==> config.mk <==
export PLATFORM = sky130hd
export DESIGN_NAME = maze_walker_datapath_flat
export DESIGN_NICKNAME = d
export VERILOG_FILES = /design/src/rtl/maze_walker_if.sv /design/src/rtl/maze_walker_datapath.sv /design/src/flat_wrapper.sv
export SDC_FILE = /design/constraint.sdc
export NUM_CORES = 1
export LEC_CHECK = 0
export ABC_AREA = 1
export BUFFER_PORTS_ARGS = -buffer_cell sky130_fd_sc_hd__buf_2
export CAP_MARGIN = 10
export CORE_ASPECT_RATIO = 0.7
export CORE_MARGIN = 4
export CORE_UTILIZATION = 54
export CTS_CLUSTER_SIZE = 14
export DETAILED_ROUTE_END_ITERATION = 8
export PLACE_DENSITY = 0.76
export SYNTH_ARGS = -nofsm -noshare
export SYNTH_HDL_FRONTEND = slang
export SYNTH_SLANG_ARGS = --single-unit
export TNS_END_PERCENT = 30
==> constraint.sdc <==
create_clock -name clk -period 2.85 [get_ports clk]
set_clock_uncertainty 0.15 [all_clocks]
set_input_delay 0 -clock clk [delete_from_list [all_inputs] [get_ports clk]]
set_output_delay 0 -clock clk [all_outputs]
set_load 0.005 [all_outputs]
==> src/rtl/maze_walker_if.sv <==
// Command, position/stack status and replay handshake bundle between the
// mouse controller and its position/path-stack datapath.
interface maze_walker_if #(
    parameter int COORD_W = 4,
    parameter int DEPTH   = 16
);
    localparam int CNT_W = $clog2(DEPTH) + 1;

    logic               cmd_step;
    logic [1:0]         move;
    logic               cmd_back;
    logic               cmd_replay;
    logic               replay_ready;
    logic [COORD_W-1:0] pos_x;
    logic [COORD_W-1:0] pos_y;
    logic [1:0]         top_move;
    logic [CNT_W-1:0]   count;
    logic               empty;
    logic               full;
    logic               bound_err;
    logic               stack_err;
    logic               replay_valid;
    logic [1:0]         replay_move;
    logic               replay_done;

    modport master (
        output cmd_step, move, cmd_back, cmd_replay, replay_ready,
        input  pos_x, pos_y, top_move, count, empty, full,
               bound_err, stack_err, replay_valid, replay_move, replay_done
    );

    modport slave (
        input  cmd_step, move, cmd_back, cmd_replay, replay_ready,
        output pos_x, pos_y, top_move, count, empty, full,
               bound_err, stack_err, replay_valid, replay_move, replay_done
    );
endinterface

==> src/rtl/maze_walker_datapath.sv <==
// Maze mouse position register with bounded single-step moves, a LIFO path
// stack for backtracking, and oldest-first handshaked replay of the path.
module maze_walker_datapath #(
    parameter int COORD_W = 4,
    parameter int DEPTH   = 16,
    parameter int MAX_X   = 15,
    parameter int MAX_Y   = 15,
    parameter int START_X = 0,
    parameter int START_Y = 0
) (
    input  logic          clk,
    input  logic          rst,
    maze_walker_if.slave  bus
);
    localparam int AW = $clog2(DEPTH);
    localparam int CW = AW + 1;
    // Two spare bits so a step below zero or past 2^COORD_W-1 stays visible.
    localparam int SW = COORD_W + 2;
    localparam logic signed [SW-1:0] ONE_S    = SW'(1);
    localparam logic signed [SW-1:0] LIM_X    = SW'(MAX_X);
    localparam logic signed [SW-1:0] LIM_Y    = SW'(MAX_Y);
    localparam logic [CW-1:0]        ONE_CNT  = CW'(1);
    localparam logic [CW-1:0]        FULL_CNT = CW'(DEPTH);

    typedef enum logic {WALK, REPLAY} state_t;

    state_t             state_p1, state_p0;
    logic [COORD_W-1:0] pos_x_p1, pos_x_p0;
    logic [COORD_W-1:0] pos_y_p1, pos_y_p0;
    logic [CW-1:0]      count_p1, count_p0;
    logic [AW-1:0]      rd_ptr_p1, rd_ptr_p0;
    logic               bound_err_p1, bound_err_p0;
    logic               stack_err_p1, stack_err_p0;
    logic               replay_done_p1, replay_done_p0;
    logic               push_p0;

    logic [1:0]         mem [DEPTH];
    logic [CW-1:0]      top_cnt;
    logic [1:0]         top_move;
    logic               empty;
    logic               full;
    logic               last_beat;
    logic               step_legal;
    logic signed [SW-1:0] tgt_x, tgt_y, back_x, back_y;

    function automatic logic signed [SW-1:0] move_coord(
        input logic [COORD_W-1:0] cur,
        input logic [1:0]         mv,
        input logic               is_x
    );
        logic signed [SW-1:0] base;
        base = $signed({2'b00, cur});
        case (mv)
            2'b00:   return is_x ? base : base + ONE_S;
            2'b01:   return is_x ? base + ONE_S : base;
            2'b10:   return is_x ? base - ONE_S : base;
            default: return is_x ? base : base - ONE_S;
        endcase
    endfunction

    function automatic logic in_range(
        input logic signed [SW-1:0] v,
        input logic signed [SW-1:0] lim
    );
        return !v[SW-1] && (v <= lim);
    endfunction

    assign top_cnt    = count_p1 - ONE_CNT;
    assign empty      = (count_p1 == '0);
    assign full       = (count_p1 == FULL_CNT);
    assign top_move   = empty ? 2'b00 : mem[top_cnt[AW-1:0]];
    assign last_beat  = ({1'b0, rd_ptr_p1} == top_cnt);

    assign tgt_x      = move_coord(pos_x_p1, bus.move, 1'b1);
    assign tgt_y      = move_coord(pos_y_p1, bus.move, 1'b0);
    // Backtrack applies the bitwise inverse of the newest move code.
    assign back_x     = move_coord(pos_x_p1, ~top_move, 1'b1);
    assign back_y     = move_coord(pos_y_p1, ~top_move, 1'b0);
    assign step_legal = in_range(tgt_x, LIM_X) && in_range(tgt_y, LIM_Y);

    // Stage p0: next-state decode from registered state and this cycle's command
    always_comb begin
        state_p0       = state_p1;
        pos_x_p0       = pos_x_p1;
        pos_y_p0       = pos_y_p1;
        count_p0       = count_p1;
        rd_ptr_p0      = rd_ptr_p1;
        bound_err_p0   = 1'b0;
        stack_err_p0   = 1'b0;
        replay_done_p0 = 1'b0;
        push_p0        = 1'b0;
        case (state_p1)
            WALK: begin
                if (bus.cmd_replay) begin
                    if (!empty) begin
                        state_p0  = REPLAY;
                        rd_ptr_p0 = '0;
                    end else begin
                        replay_done_p0 = 1'b1;
                    end
                end else if (bus.cmd_back) begin
                    if (empty) begin
                        stack_err_p0 = 1'b1;
                    end else begin
                        pos_x_p0 = back_x[COORD_W-1:0];
                        pos_y_p0 = back_y[COORD_W-1:0];
                        count_p0 = top_cnt;
                    end
                end else if (bus.cmd_step) begin
                    if (!step_legal) begin
                        bound_err_p0 = 1'b1;
                    end else if (full) begin
                        stack_err_p0 = 1'b1;
                    end else begin
                        pos_x_p0 = tgt_x[COORD_W-1:0];
                        pos_y_p0 = tgt_y[COORD_W-1:0];
                        count_p0 = count_p1 + ONE_CNT;
                        push_p0  = 1'b1;
                    end
                end
            end
            REPLAY: begin
                if (bus.replay_ready) begin
                    if (last_beat) begin
                        state_p0       = WALK;
                        rd_ptr_p0      = '0;
                        replay_done_p0 = 1'b1;
                    end else begin
                        rd_ptr_p0 = rd_ptr_p1 + 1'b1;
                    end
                end
            end
        endcase
    end

    // Stage p1: registered state and one-cycle status pulses
    always_ff @(posedge clk) begin
        if (rst) begin
            state_p1       <= WALK;
            pos_x_p1       <= COORD_W'(START_X);
            pos_y_p1       <= COORD_W'(START_Y);
            count_p1       <= '0;
            rd_ptr_p1      <= '0;
            bound_err_p1   <= 1'b0;
            stack_err_p1   <= 1'b0;
            replay_done_p1 <= 1'b0;
        end else begin
            state_p1       <= state_p0;
            pos_x_p1       <= pos_x_p0;
            pos_y_p1       <= pos_y_p0;
            count_p1       <= count_p0;
            rd_ptr_p1      <= rd_ptr_p0;
            bound_err_p1   <= bound_err_p0;
            stack_err_p1   <= stack_err_p0;
            replay_done_p1 <= replay_done_p0;
        end
    end

    // Stack storage is pure data; entries above count are never observed.
    always_ff @(posedge clk) begin
        if (push_p0) begin
            mem[count_p1[AW-1:0]] <= bus.move;
        end
    end

    assign bus.pos_x        = pos_x_p1;
    assign bus.pos_y        = pos_y_p1;
    assign bus.count        = count_p1;
    assign bus.top_move     = top_move;
    assign bus.empty        = empty;
    assign bus.full         = full;
    assign bus.bound_err    = bound_err_p1;
    assign bus.stack_err    = stack_err_p1;
    assign bus.replay_valid = (state_p1 == REPLAY);
    assign bus.replay_move  = (state_p1 == REPLAY) ? mem[rd_ptr_p1] : 2'b00;
    assign bus.replay_done  = replay_done_p1;
endmodule

==> src/flat_wrapper.sv <==
// flat-port wrapper written by rule: the top's interface ports become plain ports
module maze_walker_datapath_flat 
#(
    parameter int COORD_W = 4,
    parameter int DEPTH   = 16,
    parameter int MAX_X   = 15,
    parameter int MAX_Y   = 15,
    parameter int START_X = 0,
    parameter int START_Y = 0
)
  (clk, rst, bus_cmd_step, bus_move, bus_cmd_back, bus_cmd_replay, bus_replay_ready, bus_pos_x, bus_pos_y, bus_top_move, bus_count, bus_empty, bus_full, bus_bound_err, bus_stack_err, bus_replay_valid, bus_replay_move, bus_replay_done);
  maze_walker_if #(.COORD_W(COORD_W), .DEPTH(DEPTH)) bus_i ();
  input  logic clk;
  input  logic rst;
  input wire logic [$bits(bus_i.cmd_step)-1:0] bus_cmd_step;
  input wire logic [$bits(bus_i.move)-1:0] bus_move;
  input wire logic [$bits(bus_i.cmd_back)-1:0] bus_cmd_back;
  input wire logic [$bits(bus_i.cmd_replay)-1:0] bus_cmd_replay;
  input wire logic [$bits(bus_i.replay_ready)-1:0] bus_replay_ready;
  output wire logic [$bits(bus_i.pos_x)-1:0] bus_pos_x;
  output wire logic [$bits(bus_i.pos_y)-1:0] bus_pos_y;
  output wire logic [$bits(bus_i.top_move)-1:0] bus_top_move;
  output wire logic [$bits(bus_i.count)-1:0] bus_count;
  output wire logic [$bits(bus_i.empty)-1:0] bus_empty;
  output wire logic [$bits(bus_i.full)-1:0] bus_full;
  output wire logic [$bits(bus_i.bound_err)-1:0] bus_bound_err;
  output wire logic [$bits(bus_i.stack_err)-1:0] bus_stack_err;
  output wire logic [$bits(bus_i.replay_valid)-1:0] bus_replay_valid;
  output wire logic [$bits(bus_i.replay_move)-1:0] bus_replay_move;
  output wire logic [$bits(bus_i.replay_done)-1:0] bus_replay_done;
  assign bus_i.cmd_step = bus_cmd_step;
  assign bus_i.move = bus_move;
  assign bus_i.cmd_back = bus_cmd_back;
  assign bus_i.cmd_replay = bus_cmd_replay;
  assign bus_i.replay_ready = bus_replay_ready;
  assign bus_pos_x = bus_i.pos_x;
  assign bus_pos_y = bus_i.pos_y;
  assign bus_top_move = bus_i.top_move;
  assign bus_count = bus_i.count;
  assign bus_empty = bus_i.empty;
  assign bus_full = bus_i.full;
  assign bus_bound_err = bus_i.bound_err;
  assign bus_stack_err = bus_i.stack_err;
  assign bus_replay_valid = bus_i.replay_valid;
  assign bus_replay_move = bus_i.replay_move;
  assign bus_replay_done = bus_i.replay_done;
  maze_walker_datapath #(.COORD_W(COORD_W), .DEPTH(DEPTH), .MAX_X(MAX_X), .MAX_Y(MAX_Y), .START_X(START_X), .START_Y(START_Y)) u_core (.clk(clk), .rst(rst), .bus(bus_i));
endmodule
==> impl_metrics.yaml, run 1 <==
setup_path:
  cp.required_ns: 2.98
  worstPathMaxFanout: 15
  cp.arrival_ns: 2.73
  endpoint_kind: "flop"
  ff2ff_path_depth: 16
  worst_setup_path_start_kind: "flop"
  worst-setup-path-type: "flop to flop"
floorplanning:
  fp.dieW_um: 107
  io_pins: 31
  die_area_um2: 8280
  die_y_um: 77.4
  rows: 24
  start_util_pct: 57.5
  coreArea_um2: 6460
layout:
  final_common_cell: "nand2_1"
  final_cell_mix: "111 x nand2_1, 65 x inv_1, 65 x nand3_1"
  drive_gt1_share_pct: 13.3
  fin_nets: 577
  final_core_util_pct: 66.1
  area_growth_pct: 15.0
  diodes: 0
synth:
  syn_avg_cell_area_um2: 7.23
  synth_fp_nets: 537
  ys_seq_area_share_pct: 39.4
  synth_edf_count: 32
  synthArstFlopShare_pct: 0
  synth_warnings: 0
  syn-instance-count: 513
  synth_ff_type: "edfxtp_1"
  ys_seq_elements: 57
  mappedNetlistArea_um2: 3710
  yosysUniqueCellTypes: 28
clock_network:
  cts_num_sinks: 57
  cts-root-buf: "clkbuf_8"
  worstSkewPairLatency_ns: 0.34
  cts_buffers: 9
  cts_tree: "built"
  clockBufferDepth: 2
  htreeDepth: 3
  cts_setup_buffers: 0
  clkTransAtPathRegs_ns: 0.07
grt:
  grt_max_degree: 23
  busiest_layer: "met1"
  grt-ovfl-total: 0
  grt_util_met2_pct: 34.3
  grt_pass1_vias: 3221
  met1_usage_pct: 38.1
  grt_pass1_wl_um: 16400
  grt_antenna_before_repair: 0
  grt_util_met3_pct: 7.71
  grt_usage_pct: 25.2
sta:
  setup_viol: 0
  slew_viol_final: 0
  fmax_ghz: 0.385
  rsz0062_at_grt: "no"
  hold_viol: 0
  finalSetupTns_ns: 0
  worst_pin_slew_ns: 0.582
  period_minus_slack_ns: 2.60
  period_share_pct: 91.2
  maxSlewHeadroom_pct: 61.1
route:
  routed_wl_um: 10000
  vias_per_cell: 5.66
  drt_pre_antenna_iters: 5
  drt_iter0_markers: 366
  drc: 0
  via_count: 3671
  antenna_left: 0
  wl_per_cell_um: 15.5
worst_hold_path:
  whs_path_depth: 3
  hp-class: "input port to flop"
place:
  dp_hpwl_um: 7320
  io_buffers: 30
  place_congestion: 0.989
run:
  drv_cap: 0
power:
  vdd.ir_drop.worst_uv: 382
  leakagePower_nw: 1.90
  powerDensity_nw_per_um2: 743
run_status:
  status: "complete, no violations"
synthesized netlist by cell type, types with 2 or more instances:
cell,instances,share of area [%]
buf_6,2,0.61
buf_4,4,0.81
nand3b_1,4,0.81
nand4_1,6,1.0
nand2_2,3,0.51
xor2_1,6,1.4
inv_1,66,6.7
nor2_4,3,0.91
o21ai_0,25,3.4
nand2_1,112,11
edfxtp_1,32,26
ha_1,16,5.4
buf_2,7,0.94
a21oi_1,45,6.1
dfxtp_1,25,13
o211ai_1,14,2.8
clkbuf_1,4,0.40
nor2_1,62,6.3
inv_2,2,0.20
nand3_1,67,9.0
timing repair:
item / in CTS / in global routing
resized for setup: 0 / 11
hold buffers: 9 / 0
endpoints found under the hold margin: 44 / 0
setup endpoints to repair: 0 / 8
worst max-delay path, cell delays in order, from the launching register on:
cell     delay [ns]
dfxtp_2        0.33
inv_1          0.07
ha_4           0.24
buf_6          0.15
a21oi_1        0.12
o21ai_0        0.09
nand3_1        0.12
nand3_2        0.11
a21oi_4        0.24
inv_1          0.08
ha_1           0.29
nor2_2         0.05
nor2_4         0.18
nand2_2        0.10
nand2_1        0.08
nand2_1        0.04
nor2_1         0.10
final timing paths:
path	start	to	slack, ns
setup / recovery	u_core.bus.count[0]	u_core.bus.pos_y[0]	0.25
hold / removal	rst	u_core.rd_ptr_p1[1]	0.36
setup reg to reg	u_core.bus.count[0]	u_core.bus.pos_y[0]	0.25
hold reg to reg	u_core.rd_ptr_p1[3]	u_core.rd_ptr_p1[3]	0.38
layout make-up:
type	instances	area, um^2
clock inverter	6	58.8
inverter	68	255
multi-input combinational	370	1940
clock buffer	10	128
timing repair buffer	47	304
tap	91	114
fill	560	2190
sequential	57	1460
where the power goes:
part           switching (mW)  total [mW]  internal, mW
clock network           0.327       0.725         0.397
registers               0.102        1.03         0.931
logic                   0.890        1.41         0.522
total                    1.32        3.17          1.85
routing by layer:
metal	up-vias	routed length [um]
li1	1788	-
met1	1647	4740
met2	224	4050
met3	12	1160
met4	0	95
met5	-	0
registers in the layout (all words and copies together), names as in the netlist, named ones only:
signal,count
u_core.bus.bound_err,1
u_core.rd_ptr_p1,4
u_core.bus.count,5
u_core.bus.pos_y,4
u_core.bus.replay_valid,1
u_core.mem,32
u_core.bus.replay_done,1
u_core.bus.stack_err,1
u_core.bus.pos_x,4
per-stage QoR:
stage	hold WS (ns)	worst slack, ns	area [um^2]	total power, mW	cells
finish	0.361	0.252	4270	3.17	649
global route	0.352	0.0229	4270	3.40	649
CTS	0.319	0.192	4210	3.08	649
detailed placement	0.121	0.197	3940	2.33	624
global placement	0.106	0.293	3940	2.31	624
floorplan	-0.0809	0.00196	3720	1.98	513
cells by family after synthesis:
logic type      after synthesis  synth area share, %
compound gates               85                 12.4
xor+xnor                      7                 1.65
fa+ha+maj                    16                 5.39
buf+inv                      86                 9.74
flops                        57                 39.4
simple gates                262                 31.4
No activity file was read; power rests on OpenSTA's default activity.
==> inputs of run 2 (changes only) <==
Settings changed: ABC_AREA 1 to unset, CTS_CLUSTER_SIZE 14 to 12, RECOVER_POWER set to 25.
==> impl_metrics.yaml, run 2 <==
setup_path:
  cp.required_ns: 2.96
  slowest_delay_ns: 0.41
  worst_setup_path_start_kind: "flop"
  worstPathMaxFanout: 6
  critPathTopFamily: "compound AO/OA/AOI/OAI gates"
  critPathBufInv: 3
  worst-setup-path-type: "flop to flop"
  path_cells: "inv_6 > ha_4 > buf_4 > mux4_2 > mux2_4 > o211a_1 > ha_2 > buf_4 > o31a_1 > xnor2_1 > o21ai_1 > o31ai_1"
  cp.depth: 12
  crit_path_top_delay_cell: "dfxtp_4"
  timing.critical_path.mode_cell: "buf_4"
  ff2ff_path_depth: 12
  endpoint_kind: "flop"
  cp.arrival_ns: 3.18
clock_network:
  cts_buffers: 9
  cts_num_sinks: 57
  cts_tree: "built"
  clockBufferDepth: 2
  clkTransAtPathRegs_ns: 0.07
  worstSkewPairLatency_ns: 0.35
  cts-root-buf: "clkbuf_8"
  htreeDepth: 3
sta:
  fmax_ghz: 0.326
  period_minus_slack_ns: 3.07
  period_share_pct: 108
  setup_slack_ns: -0.218
  rsz0062_at_grt: "yes"
  finalSetupTns_ns: -0.410
  setup_viol: 4
  slew_viol_final: 0
  maxSlewHeadroom_pct: 55.1
  worst_pin_slew_ns: 0.674
  hold_viol: 0
power:
  p_int_mw: 3.01
  vdd.ir_drop.worst_uv: 572
  sw_frac_of_total_pct: 39.1
  leakagePower_nw: 1.64
  powerDensity_nw_per_um2: 1140
  power.share.sequential_pct: 22.8
  comb_power_share_pct: 57.9
  pwr-share-clk_pct: 19.2
  power.total_mw: 4.95
  switchingPower_mw: 1.94
run:
  drv_cap: 0
synth:
  synth_fp_nets: 349
  synthTopCellsByCount: "32 x edfxtp_1, 25 x dfxtp_1, 21 x nand2_1"
  ys_seq_elements: 57
  syn-instance-count: 325
  synth_ff_type: "edfxtp_1"
  synth_edf_count: 32
  yosys.area.top_type_share_pct: 27.2
  yosysUniqueCellTypes: 67
  ys_seq_area_share_pct: 41.3
  synth_warnings: 0
  synth.area.top_cells: "edfxtp_1 27%, dfxtp_1 14%, mux4_2 11%"
  mappedNetlistArea_um2: 3540
  syn_avg_cell_area_um2: 10.9
  synthArstFlopShare_pct: 0
  synth_top_area_cell: "edfxtp_1"
  yosysMostFrequentCell: "edfxtp_1"
route:
  drt_pre_antenna_iters: 6
  wl_per_cell_um: 20.7
  drc: 0
  vias_per_cell: 6.58
  antenna_left: 0
  drt_iter0_markers: 338
  routed_wl_um: 9660
  via_count: 3065
layout:
  diodes: 0
  final_common_cell: "edfxtp_1"
  area_growth_pct: 22.2
  final_cell_mix: "32 x edfxtp_1, 27 x buf_4, 25 x buf_2"
  finish.instance_area_um2: 4320
  fin_nets: 407
  final_core_util_pct: 68.9
  drive_gt1_share_pct: 29.4
  largest_reg_flops: 32
place:
  io_buffers: 30
  dp_slack_ns: -0.181
  place_congestion: 0.942
  dp_hpwl_um: 6860
  place_area_um2: 3950
floorplanning:
  die_y_um: 75.7
  coreArea_um2: 6280
  die_area_um2: 7930
  fp.dieW_um: 105
  rows: 24
  io_pins: 31
  start_util_pct: 56.4
grt:
  grt_antenna_before_repair: 0
  grt_pass1_wl_um: 14800
  grt-ovfl-total: 0
  grt_usage_pct: 24.7
  grt_pass1_vias: 2707
  grt_max_degree: 25
run_status:
  failed_checks: "setup timing"
  status: "complete, but fails checks"
worst_hold_path:
  whs_path_depth: 3
  hp-class: "input port to flop"
[run 2: cell count changes in the layout (fill, tap and decap cells not counted), sizes merged, moves of 7 or more]
cell	delta
mux4	+18
o211ai	-11
nand2	-94
mux2i	+7
inv	-50
and3	+8
o21ai	-9
nor2	-50
a21oi	-33
nand3	-67
buf	+16
xnor2	+10
nor3	+16
[run 2: area by class of cell]
| cell class | count | area (um^2) |
|---|---|---|
| multi-input cells | 233 | 2010 |
| fillers | 472 | 1950 |
| inverters | 16 | 65.1 |
| clock buffers | 9 | 124 |
| repair buffers | 66 | 435 |
| flip-flops and latches | 57 | 1470 |
| clock inverters | 7 | 125 |
| well taps | 78 | 97.6 |
[run 2: worst reg2reg max path, stage by stage, from the launching register on]
cell,delay (ns)
dfxtp_4,0.41
inv_6,0.04
ha_4,0.31
buf_4,0.12
mux4_2,0.30
mux2_4,0.28
o211a_1,0.26
ha_2,0.19
buf_4,0.15
o31a_1,0.29
xnor2_1,0.16
o21ai_1,0.07
o31ai_1,0.23
[run 2: path summary, 6_finish.rpt]
check / start / to / slack (ns)
max: u_core.bus.count[0] / u_core.bus.pos_x[3] / -0.22
min: bus_cmd_back / u_core.bus.pos_y[1] / 0.09
max reg2reg: u_core.bus.count[0] / u_core.bus.pos_x[3] / -0.22
min reg2reg: u_core.bus.pos_x[1] / u_core.bus.pos_x[1] / 0.43
[run 2: power groups by stage]
stage	Combinational, mW	Clock, mW	Sequential (mW)
2_1_floorplan	1.74	0	1.08
3_3_place_gp	2.45	0	1.13
3_5_place_dp	2.50	0	1.14
4_1_cts	2.63	0.968	1.12
5_1_grt	3.03	1.01	1.14
6_report	2.87	0.952	1.13
[run 2: per-stage QoR]
stage | instances | hold slack, ns
2_1_floorplan | 325 | -0.0603
3_3_place_gp | 441 | 0.160
3_5_place_dp | 441 | 0.170
4_1_cts | 465 | 0.00919
5_1_grt | 466 | 0.100
6_report | 466 | 0.0871
[run 2: cells by family after synthesis]
| logic type | share of synthesized area, % |
|---|---|
| simple gates | 16.9 |
| fa+ha+maj | 5.66 |
| mux | 15.4 |
| buf+inv | 3.93 |
| flops | 41.3 |
| compound gates | 13.6 |
| xor+xnor | 3.22 |
[run 2: repair_timing]
item	4_1_cts	5_1_grt
endpoints found under the hold margin	16	0
pin swaps	2	7
cloned	0	0
endpoints found under the setup margin	6	7
setup buffers	3	1
gates resized for setup	8	5
hold buffers	5	0
[run 2: routing by layer]
layer	share of wire, %	wire length (um)	global-route usage (%)
met1	44	4250	35.1
met2	43	4150	36.0
met3	11	1070	8.55
met4	2.0	191	7.71
met5	0	0	0
